`src/rtl/fifo_burst_reader.sv`:
```
// fifo_burst_reader: drains a synchronous FIFO in fixed-length bursts and
// hands each word to a downstream consumer over a valid/ack handshake.
// Back-to-back words stream at one per clock when the FIFO keeps up.
module fifo_burst_reader #(
  parameter int BITS      = 12,
  parameter int BURST_LEN = 4,
  parameter int CNT_WIDTH = 3
) (
  input  logic                 clk,
  input  logic                 rst,
  input  logic                 start,
  input  logic                 abort,
  input  logic                 fifo_ready,
  input  logic [BITS-1:0]      fifo_data,
  output logic                 fifo_read,
  output logic                 out_valid,
  output logic [BITS-1:0]      out_data,
  output logic                 out_last,
  input  logic                 out_ack,
  output logic                 busy,
  output logic                 done,
  output logic [CNT_WIDTH-1:0] word_idx
);

  typedef enum logic [1:0] {
    S_IDLE,
    S_FETCH,
    S_PRESENT,
    S_DONE
  } state_t;

  localparam logic [CNT_WIDTH-1:0] LAST_IDX = CNT_WIDTH'(BURST_LEN - 1);

  state_t               state;
  logic [CNT_WIDTH-1:0] counter;
  logic                 at_last;

  // The counter alone decides whether the word on display closes the burst,
  // so a one-word burst is "last" from its very first word.
  assign at_last  = (counter == LAST_IDX);
  assign out_last = out_valid & at_last;
  assign busy     = (state != S_IDLE);
  assign done     = (state == S_DONE);
  assign word_idx = counter;

  // Read strobe is gated by fifo_ready so an empty FIFO is never popped, and
  // by abort so words not yet delivered stay in the FIFO.
  assign fifo_read = !rst && !abort && fifo_ready &&
                     ((state == S_FETCH) ||
                      ((state == S_PRESENT) && out_ack && !at_last));

  // Burst sequencing: fetch a word, hold it until acked, refill without a
  // bubble when the FIFO has data, fall back to FETCH when it runs dry.
  always_ff @(posedge clk or posedge rst) begin
    if (rst) begin
      state     <= S_IDLE;
      counter   <= '0;
      out_valid <= 1'b0;
      out_data  <= '0;
    end else if (abort) begin
      state     <= S_IDLE;
      counter   <= '0;
      out_valid <= 1'b0;
    end else begin
      case (state)
        S_IDLE: begin
          if (start) begin
            state   <= S_FETCH;
            counter <= '0;
          end
        end
        S_FETCH: begin
          if (fifo_ready) begin
            out_data  <= fifo_data;
            out_valid <= 1'b1;
            state     <= S_PRESENT;
          end
        end
        S_PRESENT: begin
          if (out_ack) begin
            if (at_last) begin
              out_valid <= 1'b0;
              state     <= S_DONE;
            end else if (fifo_ready) begin
              out_data <= fifo_data;
              counter  <= counter + 1'b1;
            end else begin
              out_valid <= 1'b0;
              counter   <= counter + 1'b1;
              state     <= S_FETCH;
            end
          end
        end
        S_DONE: begin
          state   <= S_IDLE;
          counter <= '0;
        end
        default: begin
          state     <= S_IDLE;
          counter   <= '0;
          out_valid <= 1'b0;
        end
      endcase
    end
  end

endmodule

```
`config.mk`:
```
export PLATFORM = sky130hd
export DESIGN_NAME = fifo_burst_reader
export DESIGN_NICKNAME = d
export VERILOG_FILES = /design/src/rtl/fifo_burst_reader.sv
export SDC_FILE = /design/constraint.sdc
export NUM_CORES = 1
export LEC_CHECK = 0
export ABC_AREA = 1
export CAP_MARGIN = 20
export CORE_MARGIN = 3
export CORE_UTILIZATION = 45
export DETAILED_ROUTE_END_ITERATION = 16
export DONT_BUFFER_PORTS = 1
export PLACE_DENSITY = 0.71
export SYNTH_ARGS = -nofsm -noshare
export SYNTH_HDL_FRONTEND = slang
export SYNTH_SLANG_ARGS = --single-unit
```
`constraint.sdc`:
```
create_clock -name clk -period 1.79 [get_ports clk]
set_input_delay 0.2685 -clock clk [delete_from_list [all_inputs] [get_ports clk]]
set_output_delay 0.2685 -clock clk [all_outputs]
set_load 0.05 [all_outputs]
```
==> Word-level counts from Yosys, hierarchy flattened <==
Cells that the tools add are included.
{ "totals": {"wordCells": 58, "reg_bits": 18, "in_bits": 18, "output_inout_bits": 20} }
{ "op_classes": {"n_addsub": 1, "mux": 22, "n_reduce_logical": 18, "eq_ne": 11, "bitwise": 2} }
{ "ops": {"columns": ["operator", "n"], "rows": [
  ["2-to-1 mux 12 bit", 3],
  ["case mux 12 bit (2 select lines)", 1],
  ["AND reduction 4 bit", 4],
  ["2-to-1 mux 2 bit", 6],
  ["2-to-1 mux 3 bit", 4],
  ["!= test 3 bit (second input constant)", 4],
  ["case mux 3 bit (3 select lines)", 1],
  ["case mux 2 bit (4 select lines)", 1],
  ["logical AND 1 bit", 5],
  ["2-to-1 mux 1 bit", 5],
  ["== test 2 bit (second input constant)", 2],
  ["!= test 2 bit (second input constant)", 2],
  ["!= test 4 bit (second input constant)", 1],
  ["nonzero test 2 bit", 2],
  ["nonzero test 4 bit", 1],
  ["adder 3 x 1 -> 3 bit (second input constant)", 1],
  ["== test 3 x 2 -> 1 bit (second input constant)", 1],
  ["zero test 1 bit", 3],
  ["nonzero test 3 bit", 1],
  ["== test 2 x 1 -> 1 bit (second input constant)", 1],
  ["zero test 2 bit", 1],
  ["case mux 1 bit (2 select lines)", 1],
  ["AND 1 bit", 1],
  ["logical OR 1 bit", 1],
  ["NOT 1 bit", 1]
]} }

==> Depth between registers and ports, before layout <==
Gate-level depths: netlist of the first run.
{ "depth": {"word_depth": 5, "ltp_mapped": 9} }

==> Worst setup path before layout of the first run <==
OpenSTA, ideal clock, no wires.
{ "synth_timing": {"path_kind": "flip-flop to output port", "start": "register counter[0] (netlist: word_idx[0])", "end": "output fifo_read", "setup_slack_ps": -744, "n_path_buf": 0, "t_arrival_ps": 2266, "stages_incl_launch_ff": 6, "cell_sequence": "dfrtp_1 -> ha_1 -> ha_1 -> inv_2 -> a31oi_1 -> nor3_1"} }
{ "synth_via": {"elab_chain_len": 5} }
{ "synth_rtl": {"columns": ["element", "line", "text"], "rows": [
  ["start, declared", "35", "logic [CNT_WIDTH-1:0] counter;"],
  ["start signal, assigned", "86", "counter <= counter + 1'b1;"],
  ["start signal, assigned", "89", "counter <= counter + 1'b1;"],
  ["== test 3 x 2 -> 1 bit", "40", "assign at_last = (counter == LAST_IDX);"],
  ["zero test 1 bit", "50", "((state == S_PRESENT) && out_ack && !at_last));"],
  ["logical AND 1 bit", "50", null],
  ["logical OR 1 bit", "49", "((state == S_FETCH) ||"],
  ["logical AND 1 bit", "48", "assign fifo_read = !rst && !abort && fifo_ready &&"],
  ["end, declared", "15", "output logic fifo_read,"]
]} }
No other way between the ends.

==> Final worst setup path of the first run <==
Same ends and word-level chain as after synthesis.

==> results.md, run 1 <==
Yosys:
- After Yosys synthesis, and, or, nand and nor cells account for 34.57% of the synthesized area.
- Measured against the total synthesized area, the mux share comes to 0%.
- The synthesized design contains 0 enable-type register cells.
- Synthesis handed over a netlist of 128 instances.
- The sequential share of the synthesized area is 43.06%.
- For this run, asynchronously set or reset flops after synthesis account for 100.0%.
- The mean cell area of the mapped netlist is 8.172 sq um.
- After Yosys synthesis, full adders, half adders and majority gates account for 8.373% of the synthesized area.
- The area fraction in compound gates after synthesis is 6.579%.
- The count of warnings emitted by yosys is 0.
- Counting distinct cell types in the post-synthesis netlist gives 20.
- The dominant synthesized flop cell is sky130_fd_sc_hd__dfrtp_1.
- The post-synth net total is 153.
- The share of the synthesized netlist area taken by xor and xnor gates is 0%.
- In this run, synthesis produced a sequential element count of 18.
- In this run the cell area of the synthesized design comes to 1046 sq um.
- By area, the combinational part of the netlist is dominated by simple AND/OR/NAND/NOR gates.

Worst setup path:
- The number of buffers and inverters on the critical path is 2.
- The top fanout value on the critical path is 2.
- The kind of start point of the critical path is a flip-flop.
- The cell class contributing the biggest share of worst-path delay is flip-flops.
- On the worst path, the slowest cell contributes a delay of 440 ps.
- The critical path capture point type is an output port.
- The worst reg2reg path depth is 7.
- In this run the number of cells on the critical path is 6.
- The type of the setup path with the least slack is flip-flop to output port.
- For the worst setup path, the data arrival time is 1500 ps.
- Walking the worst path, the cells encountered are ha_4 -> ha_4 -> inv_4 -> a31oi_4 -> nor3_4 -> buf_12.
- The cell with the biggest individual delay on the critical path is sky130_fd_sc_hd__dfrtp_2.
- At the worst endpoint, the required time is 1520 ps.
- The cell with the most instances on the worst path is sky130_fd_sc_hd__ha_4.

CTS:
- The clock tree from TritonCTS is built.
- The TritonCTS buffer count is 3.
- The longest clock path from root to sink contains 2 buffers.
- The tree is rooted in a sky130_fd_sc_hd__clkbuf_4.
- CTS built an H-tree with a depth of 1.
- The clock insertion delay at the later pin of the skew report is 290 ps.
- The clock drives 18 sinks.
- The clock transition time at the flip-flop clock pins of the worst setup and hold paths is 100 ps.

Finish:
- The most common cell after layout, fill and taps aside is sky130_fd_sc_hd__nand2_1.
- In the final layout, the share of cells above drive strength 1 is 30.00%.
- The number of antenna diodes in the final layout is 0.
- For this run, the share of the core covered by cells in the final layout is 60.16%.
- From synthesis to final layout, the design area changed by 19.74%.
- After the last flow step, the layout net total stands at 166.
- In the layout the commonest cells are sky130_fd_sc_hd__nand2_1 (40), sky130_fd_sc_hd__nand3_1 (18), sky130_fd_sc_hd__dfrtp_1 (15).

Status:
- The run finished with clean final reports.

Routing:
- After detailed routing, the number of remaining DRC violations is 0.
- The via count is 841.
- The detailed-route vias per instance is 5.036.
- The routed wire length is 2224 um.
- For this run, the detailed router's first-pass iteration total came to 4.
- The count of nets left with antenna violations once routing finished came out at 0.
- The average detailed-routed wire length per instance is 13.32 um.
- The first routing iteration left 11 violations.

Placement:
- The congestion estimate from routability-driven global placement came to 0.8142.
- Port buffering added 0 buffers.
- The wire-length estimate of the detail-placed layout is 1669 um.

Timing:
- At the pin with the least slew margin, the transition time is 675.4 ps.
- Dividing the final minimum period by the clock period gives 98.98%.
- The final number of max-transition violations is 0.
- The hold violation count in the final report came to 0.
- For the final database, setup skew stands at 3.034 ps.
- The worst pin sits at a relative slew slack of 54.92%.
- The final hold slack is 108.1 ps.
- The time the worst path needs with I/O delays and setup is 1772 ps.
- Setup violations remaining at the end of the flow were counted as 0.
- The top achievable clock speed is 564.4 MHz.
- Setup repair after global routing could not meet its margin everywhere.

GRT:
- The number of antenna violations at the first check in global routing came to 0.
- The maximum number of pins on one net before global-route repair is 19.
- The via count of the first global-routing pass came to 809.
- The first global-routing pass estimated 3512 um of wire.
- In the global route stage, overall resource usage came out at 16.34%.
- The final global-route overflow total is 0.

Pwr:
- Total power for the finished layout comes to 2282 uW.
- Summed over all cells, the static leakage comes to 0.0006469 uW.
- Dividing total power by cell area gives a power density of 1822 nW/um^2.
- IR analysis of the VDD net gives a maximum drop of 0.9847 mV.

Die:
- For this configuration, the core starts out at a cell density of 50.24%.
- The horizontal die dimension is 54.21 um.
- The site row count is 16.
- In this run the standard cell core region covers 2082 sq um.
- The chip height is 54.21 um.
- The floorplan die area is 2939 sq um.
- The total I/O pin count is 38.

Hold path:
- The path class of the tightest hold or removal check is input port to flip-flop.
- The worst hold path stage count is 2.

Run:
- The number of violations of the max-capacitance limit is 0.
## sequential cells by signal, summed over array words and instances (netlist names)
register	flops
out_data	12
word_idx	3
state	2
out_valid	1
## repair_timing
| item | 4_1_cts | 5_1_grt |
|---|---|---|
| setup endpoints to repair | 1 | 2 |
| gates cloned | 0 | 0 |
| resized for setup | 1 | 2 |
| hold buffers | 1 | 0 |
| pin swaps | 2 | 0 |
| buffers inserted | 3 | 0 |
| endpoints found under the hold margin | 18 | 0 |
## power by group
part | internal (uW) | leakage [uW] | switching [uW]
Sequential | 559 | 0.000225 | 623
Clock | 124 | 0.0000210 | 127
Combinational | 311 | 0.000401 | 538
Total | 994 | 0.000647 | 1290
## worst paths after layout
kind	slack, ps	endpoint	from
max reg2reg	210	out_data[11]	word_idx[0]
max	20	fifo_read	word_idx[0]
min reg2reg	610	state[1]	state[1]
min	110	out_data[7]	fifo_data[7]
max in group asynchronous	810	word_idx[0]	rst
min in group asynchronous	510	out_data[11]	rst
## final cells by class
cell class                 instances  area (sq um)
multi-input combinational         96         574.3
tap                               27         33.78
fill                             188         829.5
sequential                        18         454.2
inverter                          10         45.04
clock buffer                       4         36.28
timing repair buffer              12         108.9
## synth_stat cells, types with 2 or more instances
cell,count,area (sq um)
sky130_fd_sc_hd__o21bai_1,2,15.01
sky130_fd_sc_hd__o21ai_0,2,10.01
sky130_fd_sc_hd__nor2_1,8,30.03
sky130_fd_sc_hd__dfrtp_1,18,450.4
sky130_fd_sc_hd__ha_1,7,87.58
sky130_fd_sc_hd__buf_6,2,22.52
sky130_fd_sc_hd__inv_2,2,7.510
sky130_fd_sc_hd__a21oi_1,2,10.01
sky130_fd_sc_hd__inv_1,7,26.28
sky130_fd_sc_hd__nand2_2,12,75.07
sky130_fd_sc_hd__nand3_1,18,90.09
sky130_fd_sc_hd__nand2_1,40,150.1
## worst register-to-register path: cells and delay by family (launching register included)
kind | cells | cell delay [ps]
flip-flops | 1 | 440
adder cells (fa/ha/maj) | 2 | 330
AO/OA/AOI/OAI | 1 | 160
AND/OR/NAND/NOR | 3 | 410
buffers and inverters | 1 | 140
## per-stage QoR
stage / setup slack, ps / instance area (sq um) / cells / TNS [ps]
finish: 18.35 / 1252 / 167 / 0
global route: -79.03 / 1252 / 167 / -79.03
CTS: 4.550 / 1246 / 167 / 0
detailed placement: 209.3 / 1175 / 159 / 0
global placement: 246.2 / 1175 / 159 / 0
floorplan: 10.93 / 1104 / 128 / 0
## kinds of logic (layout without fill, tap and decap cells)
logic type | Yosys count | after routing
simple gates | 80 | 80
flops | 18 | 18
fa+ha+maj | 7 | 7
buf+inv | 14 | 26
compound gates | 9 | 9
## routing by layer
layer / vias up / global-route usage, % / share of wire [%]
li1: 432 / - / -
met1: 387 / 20.65 / 44
met2: 20 / 26.69 / 47
met3: 2 / 4.087 / 7.6
met4: 0 / 6.224 / 0.45
met5: - / 0 / 0
No activity file was read; power rests on OpenSTA's default activity.
==> run 2: changes to the inputs <==
--- a/config.mk
+++ b/config.mk
@@ -9,9 +9,11 @@
 export CAP_MARGIN = 20
 export CORE_MARGIN = 3
 export CORE_UTILIZATION = 45
+export CTS_CLUSTER_SIZE = 24
 export DETAILED_ROUTE_END_ITERATION = 16
 export DONT_BUFFER_PORTS = 1
 export PLACE_DENSITY = 0.71
+export RECOVER_POWER = 25
 export SYNTH_ARGS = -nofsm -noshare
 export SYNTH_HDL_FRONTEND = slang
 export SYNTH_SLANG_ARGS = --single-unit
==> results of run 2 <==
Final layout, timing and power as in run 1 (identical DEF).
==> RTL edit 1, RTL diff (flow settings as in run 1) <==
Reset style: synchronous (`rst`), changed in one clocked block.
--- a/src/rtl/fifo_burst_reader.sv
+++ b/src/rtl/fifo_burst_reader.sv
@@ -53,3 +53,3 @@
   // bubble when the FIFO has data, fall back to FETCH when it runs dry.
-  always_ff @(posedge clk or posedge rst) begin
+  always_ff @(posedge clk) begin
     if (rst) begin
Check against the original RTL: differs if rst is asserted again (counterexample within 4 cycles, from zero or initial values and one cycle with rst high); with rst held inactive, the same outputs for 10 cycles.
==> RTL edit 1 against run 1 <==
- routed wire length fell by 8.2%
- cell area fell by 4.9%
- critical endpoint unchanged
- critical path depth rose by 2
- clock skew rose by 0.0033 ns
- sequential cell count did not move
- worst setup slack got worse by 0.093 ns
- the flow now finishes with violations (negative setup slack)
- cell count rose by 16%
- area after synthesis fell by 12%
Power is not compared: it rests on default switching activity, and its combinational part moved more than twofold at a synthesized area within 25%.
==> RTL edit 1: results (changes against run 1) <==
outcome:
  status: "complete, but fails checks"  # was complete, no violations
  failed_checks: "negative setup slack"
finish:
  drive_gt1_share_pct: 22.6  # was 30.0%
  fill_cells: 181  # was 188
  nets: 189  # was 166
sta:
  finalSetupViolations: 1  # was 0
  slew_headroom_pct: 65.5  # was 54.9%
  layout_setup_ws_ns: -0.0750  # was 0.0183 ns
grt:
  grt_max_degree: 25  # was 19
  grt_pass1_vias: 834  # was 809
  grtUsageMet1_pct: 20.5  # was 20.6%
  use_met3_pct: 5.25  # was 4.09%
  grt_pass1_wl_mm: 3.40  # was 3.51 mm
  grt_util_met2_pct: 29.0  # was 26.7%
drt:
  wl_met2_um: 950  # was 1.06 mm
  met1_length_um: 916  # was 987 µm
  dr_wl_met3_um: 149  # was 169 µm
  avgViaCountPerCell: 4.69  # was 5.04
  wl_per_cell_um: 10.6  # was 13.3 µm
  drt_iter0_drc: 42  # was 11
critical_path:
  slowest_delay_ns: 0.36  # was 0.44 ns
  crit_fanout: 3  # was 2
  critical_path_arrival_ns: 1.60  # was 1.50 ns
  crit_family: "simple AND/OR/NAND/NOR gates"  # was flip-flops
  ff2ff_path_depth: 12  # was 7
  cp_slowest_cell: "dfxtp_4"  # was dfrtp_2
synthesis:
  yosysSeqAreaShare_pct: 39.3  # was 43.1%
  synth_area_leaders: "dfxtp_1 39%, nor2_1 19%, nand2_1 17%, inv_1 9.8%, ha_1 2.7%"  # was dfrtp_1 43%, nand2_1 14%, nand3_1 8.6%, ha_1 8.4%, nand2_2 7.2%
  syn_nets: 170  # was 153
  synth-compound-area-share_pct: 3.01  # was 6.58%
  async_flop_share_pct: 0  # was 100%
placement:
  gp_congestion: 0.946  # was 0.814
  hpwl_mm: 1.41  # was 1.67 mm
hold_path:
  hold_depth: 3  # was 2
cts:
  post_cts_buffers: 6  # was 3
RTL edit 1: cell type report:
type | instances | share of cell area (%)
Sequential cell | 18 | 31.0
Timing Repair Buffer | 17 | 12.8
Tap cell | 25 | 2.63
Clock buffer | 4 | 3.05
Multi-Input combinational cell | 103 | 42.3
Inverter | 26 | 8.19
RTL edit 1: per-stage QoR:
stage                     instances  TNS (ns)  setup slack (ns)  area [µm²]  hold slack [ns]
final                           193   -0.0750           -0.0750        1190            0.161
after global routing            193    -0.178            -0.155        1190            0.168
after CTS                       191   -0.0758           -0.0758        1150            0.150
after detailed placement        181         0            0.0290        1030            0.471
after global placement          181         0            0.0839        1030            0.464
after floorplan                 150         0            0.0207         930            0.434
RTL edit 1: path summary, 6_finish.rpt:
path                 end         from  slack (ns)
max reg2reg  word_idx[0]  word_idx[1]        0.05
min reg2reg    out_valid     state[0]        0.60
max            fifo_read  word_idx[0]       -0.07
min             state[0]   fifo_ready        0.16
==> RTL edit 2, RTL diff (flow settings as in run 1) <==
Without the edit above. `BITS`: 12 -> 8.
--- a/src/rtl/fifo_burst_reader.sv
+++ b/src/rtl/fifo_burst_reader.sv
@@ -4,3 +4,3 @@
 module fifo_burst_reader #(
-  parameter int BITS      = 12,
+  parameter int BITS      = 8,
   parameter int BURST_LEN = 4,
Ports: changed (resized fifo_data and out_data); port bits go from 38 to 30. The function was not compared with the original's and may differ.
==> RTL edit 2 against run 1 <==
- die area shrank 16%
- area after synthesis shrank 17%
- worst setup slack lost 0.00096 ns
- cell area shrank 16%
- fmax is essentially flat
- routed wire length shrank 21%
- first-iteration DRC count grew 64%
- total power shrank 23%
- sequential cell count shrank 4
==> RTL edit 2: results (changes against run 1) <==
synthesis:
  ys_types: 18  # was 20
  yosysSeqAreaShare_pct: 40.5  # was 43.1%
  synth_area_leaders: "dfrtp_1 41%, nand2_1 18%, ha_1 10%, nand3_1 8.1%, inv_1 3.9%"  # was dfrtp_1 43%, nand2_1 14%, nand3_1 8.6%, ha_1 8.4%, nand2_2 7.2%
  syn_nets: 131  # was 153
  syn_avg_cell_area_um2: 7.86  # was 8.17 µm²
  synth_common_cells: "42 x nand2_1, 14 x dfrtp_1, 14 x nand3_1, 9 x inv_1, 8 x nor2_1"  # was 40 x nand2_1, 18 x dfrtp_1, 18 x nand3_1, 12 x nand2_2, 8 x nor2_1
critical_path:
  crit_fanout: 3  # was 2
placement:
  gp_congestion: 0.851  # was 0.814
  hpwl_mm: 1.41  # was 1.67 mm
  place_area_um2: 995  # was 0.00117 mm²
outcome:
  status: "complete, no violations"  # unchanged
drt:
  wl_per_cell_um: 12.1  # was 13.3 µm
  avgViaCountPerCell: 4.99  # was 5.04
  drt_iter0_drc: 18  # was 11
finish:
  final_cells: 145  # was 167
  fill_cells: 168  # was 188
  drive_gt1_share_pct: 21.7  # was 30.0%
  nets: 142  # was 166
  final_util_pct: 59.9  # was 60.2%
  largest_reg_flops: 8  # was 12
grt:
  grt_pass1_wl_mm: 3.09  # was 3.51 mm
  grt_max_degree: 15  # was 19
  grt_usage_pct: 16.0  # was 16.3%
  grt_pass1_vias: 712  # was 809
power:
  irDropWorstVdd_mv: 0.930  # was 0.985 mV
  p_leak_nw: 0.551  # was 0.647 nW
  swShare_pct: 56.2  # was 56.4%
cts:
  clk_pin_slew_ns: 0.08  # was 0.10 ns
  clkLatencyLatePin_ns: 0.27  # was 0.29 ns
sta:
  finalClockSkew_ns: 0.00399  # was 0.00303 ns
  slew_headroom_pct: 65.0  # was 54.9%
floorplan:
  die_x_um: 49.8  # was 54.2 µm
[RTL edit 2: cell types whose count changed after synthesis, sizes merged]
cell,before,now
nand3,18,14
inv,9,10
dfrtp,18,14
clkinv,1,0
buf,4,2
nand2,53,45
[RTL edit 2: worst max-delay path, stage by stage (launching register included)]
cell     delay, ns
dfrtp_2       0.43
ha_4          0.17
ha_4          0.17
inv_4         0.06
a31oi_4       0.08
nor3_4        0.16
buf_12        0.16
[RTL edit 2: power groups by stage]
stage / registers (mW) / clock network, mW / logic, mW
6_report: 0.869 / 0.179 / 0.717
5_1_grt: 0.886 / 0.208 / 0.810
4_1_cts: 0.871 / 0.188 / 0.715
3_5_place_dp: 0.874 / 0 / 0.700
2_1_floorplan: 0.873 / 0 / 0.570
3_3_place_gp: 0.871 / 0 / 0.689
[RTL edit 2: per-stage QoR]
stage	setup WS (ns)	hold WS (ns)
after global routing	-0.0544	0.127
after CTS	0.00168	0.123
final	0.0174	0.129
after detailed placement	0.178	0.233
after floorplan	0.00377	0.158
after global placement	0.247	0.233
[RTL edit 2: final cells by class]
class,instances,share of cell area (%)
multi-input combinational,84,49.3
clock buffer,4,2.49
inverter,10,4.26
tap,25,2.96
sequential,14,33.5
timing repair buffer,8,7.46
[RTL edit 2: worst paths after layout]
path	startpoint	end	slack (ns)	depth (start not counted)
worst max register to register	state[0]	out_data[1]	0.16	6
max in group asynchronous	rst	word_idx[2]	0.94	2
worst min-delay path	fifo_data[6]	out_data[6]	0.13	2
worst max-delay path	word_idx[0]	fifo_read	0.02	6
worst min register to register	state[0]	state[0]	0.60	2
min in group asynchronous	rst	word_idx[0]	0.47	2
[RTL edit 2: cells by family after synthesis]
logic type | Yosys count | synth area share (%)
AND/OR/NAND/NOR | 68 | 33.7
flip-flops | 14 | 40.5
buffers and inverters | 12 | 6.80
AO/OA/AOI/OAI | 9 | 8.83
adder cells (fa/ha/maj) | 7 | 10.1
[RTL edit 2: routing by layer]
metal | vias up | part of all wire, % | GRT usage [%]
met5 | - | 0 | 0
met4 | 0 | 0 | 1.38
met3 | 0 | 6.0 | 5.74
met2 | 25 | 52 | 29.7
met1 | 328 | 42 | 17.9
li1 | 370 | - | -
[RTL edit 2: timing repair]
| item | 4_1_cts | 5_1_grt |
|---|---|---|
| setup buffers | 1 | 0 |
| hold buffers | 1 | 0 |
| gates resized for setup | 2 | 2 |
| setup endpoints to repair | 1 | 2 |
| cloned | 0 | 0 |
| pin swaps | 2 | 0 |
| hold endpoints to repair | 14 | 0 |
